File: src/rtl/jk_bank_driver_if.sv
// Request/bank bus for jk_bank_driver: controller handshake, J/K excitation
// and the Q readback of the driven flip-flop bank.
interface jk_bank_driver_if #(
  parameter int WIDTH = 4
);
  logic             req_valid;
  logic             req_ready;
  logic [1:0]       req_mode;
  logic [WIDTH-1:0] req_target;
  logic [WIDTH-1:0] q_in;
  logic             En;
  logic [WIDTH-1:0] J;
  logic [WIDTH-1:0] K;
  logic             done;
  logic             err;

  modport master (
    output req_valid, req_mode, req_target, q_in,
    input  req_ready, En, J, K, done, err
  );

  modport slave (
    input  req_valid, req_mode, req_target, q_in,
    output req_ready, En, J, K, done, err
  );
endinterface

File: src/rtl/jk_bank_driver.sv
// Drives a bank of JK flip-flops from register-level requests, verifies the
// readback and retries on mismatch. Optional JK_STATS_EN adds op counters.
module jk_bank_driver #(
  parameter int WIDTH     = 4,
  parameter int RETRY_MAX = 2
) (
  input  logic              clk,
  input  logic              reset,
  jk_bank_driver_if.slave   bus,
  output logic [1:0]        dbg_state
`ifdef JK_STATS_EN
  ,
  output logic [7:0]        ops_done,
  output logic [7:0]        ops_err
`endif
);

  typedef enum logic [1:0] {
    IDLE  = 2'd0,
    DRIVE = 2'd1,
    CHECK = 2'd2,
    RESP  = 2'd3
  } state_t;

  localparam logic [1:0] M_LOAD   = 2'b00;
  localparam logic [1:0] M_TOGGLE = 2'b01;
  localparam logic [1:0] M_CLEAR  = 2'b10;
  localparam logic [1:0] M_SET    = 2'b11;
  localparam logic [2:0] RETRY_LIM = 3'(RETRY_MAX);

  state_t           state, state_nx;
  logic [1:0]       mode_r;
  logic [WIDTH-1:0] target_r;
  logic [WIDTH-1:0] expected_r;
  logic [2:0]       retry_cnt;
  logic             err_r;

  logic             en_c;
  logic [WIDTH-1:0] j_c, k_c;
  logic             match;

  // Handshake: a request transfers on a rising edge where req_valid and
  // req_ready are both 1; req_ready is high only in IDLE outside reset.
  assign bus.req_ready = (state == IDLE) && reset;
  assign bus.En        = en_c;
  assign bus.J         = j_c;
  assign bus.K         = k_c;
  assign bus.done      = (state == RESP);
  assign bus.err       = (state == RESP) && err_r;
  assign dbg_state     = state;
  assign match         = (bus.q_in == expected_r);

  always_comb begin
    state_nx = state;
    en_c     = 1'b0;
    j_c      = '0;
    k_c      = '0;
    unique case (state)
      IDLE: begin
        if (bus.req_valid) state_nx = DRIVE;
      end
      DRIVE: begin
        en_c     = 1'b1;
        state_nx = CHECK;
        // Retries steer straight at expected_r so a TOGGLE never flips twice.
        if (retry_cnt != 3'd0 || mode_r == M_LOAD) begin
          j_c = ~bus.q_in & expected_r;
          k_c = bus.q_in & ~expected_r;
        end else begin
          unique case (mode_r)
            M_TOGGLE: begin
              j_c = target_r;
              k_c = target_r;
            end
            M_CLEAR: k_c = '1;
            M_SET:   j_c = '1;
            default: ;
          endcase
        end
      end
      CHECK: begin
        if (match)                       state_nx = RESP;
        else if (retry_cnt < RETRY_LIM)  state_nx = DRIVE;
        else                             state_nx = RESP;
      end
      RESP: state_nx = IDLE;
      default: state_nx = IDLE;
    endcase
  end

  always_ff @(posedge clk or negedge reset) begin
    if (!reset) begin
      state      <= IDLE;
      mode_r     <= M_LOAD;
      target_r   <= '0;
      expected_r <= '0;
      retry_cnt  <= 3'd0;
      err_r      <= 1'b0;
    end else begin
      state <= state_nx;
      unique case (state)
        IDLE: begin
          if (bus.req_valid) begin
            mode_r   <= bus.req_mode;
            target_r <= bus.req_target;
            unique case (bus.req_mode)
              M_LOAD:   expected_r <= bus.req_target;
              M_TOGGLE: expected_r <= bus.q_in ^ bus.req_target;
              M_CLEAR:  expected_r <= '0;
              M_SET:    expected_r <= '1;
              default:  expected_r <= '0;
            endcase
          end
        end
        CHECK: begin
          if (match) begin
            err_r <= 1'b0;
          end else if (retry_cnt < RETRY_LIM) begin
            retry_cnt <= retry_cnt + 3'd1;
          end else begin
            err_r <= 1'b1;
          end
        end
        RESP: retry_cnt <= 3'd0;
        default: ;
      endcase
    end
  end

`ifdef JK_STATS_EN
  // Saturating completion counters, split by outcome.
  always_ff @(posedge clk or negedge reset) begin
    if (!reset) begin
      ops_done <= 8'd0;
      ops_err  <= 8'd0;
    end else if (state == RESP) begin
      if (!err_r) begin
        if (ops_done != 8'hFF) ops_done <= ops_done + 8'd1;
      end else begin
        if (ops_err != 8'hFF) ops_err <= ops_err + 8'd1;
      end
    end
  end
`endif

endmodule

File: src/flat_wrapper.sv
// flat-port wrapper written by rule: the top's interface ports become plain ports
module jk_bank_driver_flat 
#(
  parameter int WIDTH     = 4,
  parameter int RETRY_MAX = 2
)
  (clk, reset, dbg_state, bus_req_valid, bus_req_mode, bus_req_target, bus_q_in, bus_req_ready, bus_En, bus_J, bus_K, bus_done, bus_err);
  jk_bank_driver_if #(.WIDTH(WIDTH)) bus_i ();
  input  logic clk;
  input  logic reset;
  output logic [1:0] dbg_state;
  input wire logic [$bits(bus_i.req_valid)-1:0] bus_req_valid;
  input wire logic [$bits(bus_i.req_mode)-1:0] bus_req_mode;
  input wire logic [$bits(bus_i.req_target)-1:0] bus_req_target;
  input wire logic [$bits(bus_i.q_in)-1:0] bus_q_in;
  output wire logic [$bits(bus_i.req_ready)-1:0] bus_req_ready;
  output wire logic [$bits(bus_i.En)-1:0] bus_En;
  output wire logic [$bits(bus_i.J)-1:0] bus_J;
  output wire logic [$bits(bus_i.K)-1:0] bus_K;
  output wire logic [$bits(bus_i.done)-1:0] bus_done;
  output wire logic [$bits(bus_i.err)-1:0] bus_err;
  assign bus_i.req_valid = bus_req_valid;
  assign bus_i.req_mode = bus_req_mode;
  assign bus_i.req_target = bus_req_target;
  assign bus_i.q_in = bus_q_in;
  assign bus_req_ready = bus_i.req_ready;
  assign bus_En = bus_i.En;
  assign bus_J = bus_i.J;
  assign bus_K = bus_i.K;
  assign bus_done = bus_i.done;
  assign bus_err = bus_i.err;
  jk_bank_driver #(.WIDTH(WIDTH), .RETRY_MAX(RETRY_MAX)) u_core (.clk(clk), .reset(reset), .bus(bus_i), .dbg_state(dbg_state));
endmodule
File: config.mk
export PLATFORM = sky130hd
export DESIGN_NAME = jk_bank_driver_flat
export DESIGN_NICKNAME = d
export VERILOG_FILES = /design/src/rtl/jk_bank_driver_if.sv /design/src/rtl/jk_bank_driver.sv /design/src/flat_wrapper.sv
export SDC_FILE = /design/constraint.sdc
export NUM_CORES = 1
export LEC_CHECK = 0
export CAP_MARGIN = 30
export CORE_ASPECT_RATIO = 1.5
export CORE_MARGIN = 1
export CORE_UTILIZATION = 30
export DETAILED_ROUTE_END_ITERATION = 16
export SETUP_SLACK_MARGIN = 0.4
export SLEW_MARGIN = 20
export SYNTH_ARGS = -nofsm -noshare
export SYNTH_HDL_FRONTEND = slang
export SYNTH_SLANG_ARGS = --single-unit
File: constraint.sdc
create_clock -name clk -period 2.43 [get_ports clk]
set_input_delay 0.6075 -clock clk [delete_from_list [all_inputs] [get_ports clk]]
set_output_delay 0.6075 -clock clk [all_outputs]
set_load 0.01 [all_outputs]
==> metrics.md <==
| Metric | Value |
|---|---|
| Syn_area_per_cell | approximately 9.0 um2 |
| Die Span X | about 53 um |
| Final period util | between 90% and 100% |
| Avg Vias per Cell | ~5 |
| Clock Tree Buf Depth | 2 |
| Largest area contributor in the netlist | dfrtp_1 |
| Initial antenna violation count | 0 |
| Root buffer cell | clkbuf_8 |
| Post-DP HPWL | between 2 and 2.5 mm |
| Critical path's top delay family | simple AND/OR/NAND/NOR gates |
| Dpl cell area | 1620 um2 |
| Final setup fails | 0 |
| Critical path buffer and inverter count | 3 |
| Final wirelength | ~3.0 mm |
| Antenna viol nets, final | 0 |
| WL per Instance | between 10 and 15 um |
| Worst-path clk slew | 0.07 ns |
| Hold-fix buffers at CTS | 0 |
| Critical path class | flop to primary output |
| Setup WS post-layout | 0.106 ns |
| Synth cell types | 32 |
| Crit-path max FO | 6 |
| Synth Instances | between 100 and 150 |
| First-pass GRT wire length | ~4.9 mm |
| Switching portion of total power | between 40% and 50% |
| Largest cells by area after synthesis | dfrtp_1 (34%), ha_1 (15%), mux2_2 (4.8%) |
| Vias in the first global route | between 1000 and 1500 |
| CP max stage delay | ~0.44 ns |
| Row cnt | 27 |
| Count of pins over their slew limit | 0 |
| Ys async rst share | 100% |
| Syn Nets | approximately 160 |
| Ys Warns | 0 |
| Finished Layout Cells | between 200 and 250 |
| Outcome | complete, no violations |
| Mapped cell area | approximately 1200 um2 |
| Top-area cell type share of the netlist area | around a third |
| CP Data Required Time | 1.82 ns |
| P_int | around 1.2 mW |
| Pwr dens | 1190 nW/um2 |
| Worst-path cell chain | inv_2 > ha_4 > or3b_4 > buf_4 > nand2_1 > a21oi_1 > buf_2 |
| TritonCTS buffer count | 3 |
| FMAX | approximately 430 MHz |
| Power share of the clock group | a little under an eighth |
| Layout cells sized above 1 | 37.1% |
| Part of the Yosys area used for sequential elements | around a third |
| Nets@finish | roughly 200 |
| RSZ-0062 raised after global routing | yes |
| Tot Pwr | roughly 2.1 mW |
| Setup WS pre-CTS | -0.252 ns |
| Flops & latches, synth | 16 |
| Pin count of the biggest net entering global routing | 17 |
| Core Util, Final | a little under half |
| Overall overflow remaining after global route | 0 |
| Synth-to-layout area growth | 46.6% |
| CTS tree | built |
| Hold slack | roughly 0.35 ns |
| Final setup TNS | 0 ns |
| CP max stage cell | or3b_4 |
| Initial Utilization | between 30% and 40% |
| Primary FF master, synth | dfrtp_1 |
| CTS sink cnt | 16 |
| Via count | 1092 |
| Comb power frac | a little under two thirds |
| Die area | ~4200 um2 |
| Dpl cells | 211 |
| IO Count | 27 |
| Routability cong. | 0.796 |
| Maxcap violations | 0 |
| Antenna Cells | 0 |
| H-tree levels | 1 |
| Drt first-iter violations | 25 |
| Post-Route Skew | roughly 0.0021 ns |
| Hold WC Path Type | input pin to async pin |
| Worst skew pair latency | between 0.2 and 0.3 ns |
| Hold Vio Cnt, Final | 0 |
| Core area | 3720 um2 |
| Crit path DAT | approximately 1.7 ns |
| EDFF count, synth | 0 |
| Design Area, Final | 1730 um2 |
| Sequential power share | between 20% and 30% |
| I/O Buffers | 26 |
| Most common cell in the synthesized netlist | dfrtp_1 |
| Min cycle time layout | 2.32 ns |
| CP Launch Type | flop |
| Slew @ Worst Pin | around 0.54 ns |
| Drc violations | 0 |
| Maximum VDD drop | around 0.00065 V |
| Die Span Y | slightly below 80 um |
| NetSw | 0.865 mW |
| All-Layer GR Usage | roughly 16% |
| LEAKAGE | approximately 0.88 nW |
| Pre-Repair DR Iteration Count | 4 |
| Fillers | 382 |
| Commonest cells post-synth | dfrtp_1 (16), ha_1 (14), inv_1 (14) |
| Crit end category | primary output |
| Max_slew headroom | 63.8% |
## area by class of cell
cell class / count / area [um2] / area share, %
clock buffers: 4 / 55.1 / 3.18
well taps: 43 / 53.8 / 3.11
repair buffers: 46 / 378 / 21.9
flip-flops and latches: 16 / 400 / 23.2
inverters: 14 / 52.6 / 3.04
multi-input cells: 95 / 790 / 45.7
## cell usage in the layout, fill, tap and decap left out, drive strengths merged
cell           Yosys  final
mux2               5      5
o22a               1      1
or3b               2      2
o21ai              4      4
clkbuf             1      4
nor3b              2      2
a41oi              1      1
nand2             13     13
a211oi             4      4
o311ai             1      1
dlymetal6s2s       0      5
dfrtp             16     16
buf                5     29
and2               1      1
clkdlybuf4s50      0      9
nor2               8      8
a211o              1      1
ha                14     14
nor3               4      4
o31ai              1      1
o21a               3      3
nand4              2      2
nand3              5      5
inv               14     14
dlygate4sd2        0      3
or2b               1      1
nand2b             4      4
or2                2      2
a21o               4      4
o221ai             3      3
and3               1      1
a21oi              8      8
## per-layer routing
metal  GRT usage (%)  wire, um
met1            18.0      1210
met2            29.3      1730
met3            1.72        39
met4            5.79        40
met5               0         0
## flip-flops by register name (all words and copies together) (netlist names)
signal,cells
u_core.expected_r,4
u_core.target_r,4
u_core.retry_cnt,3
u_core.dbg_state,2
u_core.mode_r,2
u_core.err_r,1
## power by group through the flow
stage	Clock (mW)	Combinational [mW]	Sequential, mW
CTS	0.247	1.23	0.497
global placement	0	1.19	0.491
global route	0.257	1.44	0.519
detailed placement	0	1.22	0.499
finish	0.244	1.31	0.502
floorplan	0	0.751	0.502
## timing repair
action	4_1_cts	5_1_grt
gates resized for setup	45	18
setup buffers	2	1
endpoints found under the setup margin	12	12
pin swaps	4	9
## cells by family (layout without fill, tap and decap cells)
logic type | after synthesis | in the layout | synth area share [%]
AND/OR/NAND/NOR | 45 | 45 | 19.6
AO/OA/AOI/OAI | 31 | 31 | 18.3
buffers and inverters | 20 | 64 | 8.48
multiplexers | 5 | 5 | 4.77
adder cells (fa/ha/maj) | 14 | 14 | 14.8
flip-flops | 16 | 16 | 33.9
## worst paths after layout
kind	to	from	cells past startpoint	slack, ns
max in group asynchronous	u_core.err_r	reset	2	1.89
max reg2reg	u_core.target_r[2]	u_core.dbg_state[0]	3	0.79
min in group clk	u_core.err_r	u_core.err_r	1	0.50
min	u_core.expected_r[2]	reset	2	0.35
max	bus_K[3]	u_core.retry_cnt[1]	7	0.11
min reg2reg	u_core.err_r	u_core.err_r	1	0.50
(Power assumes the default switching activity.)
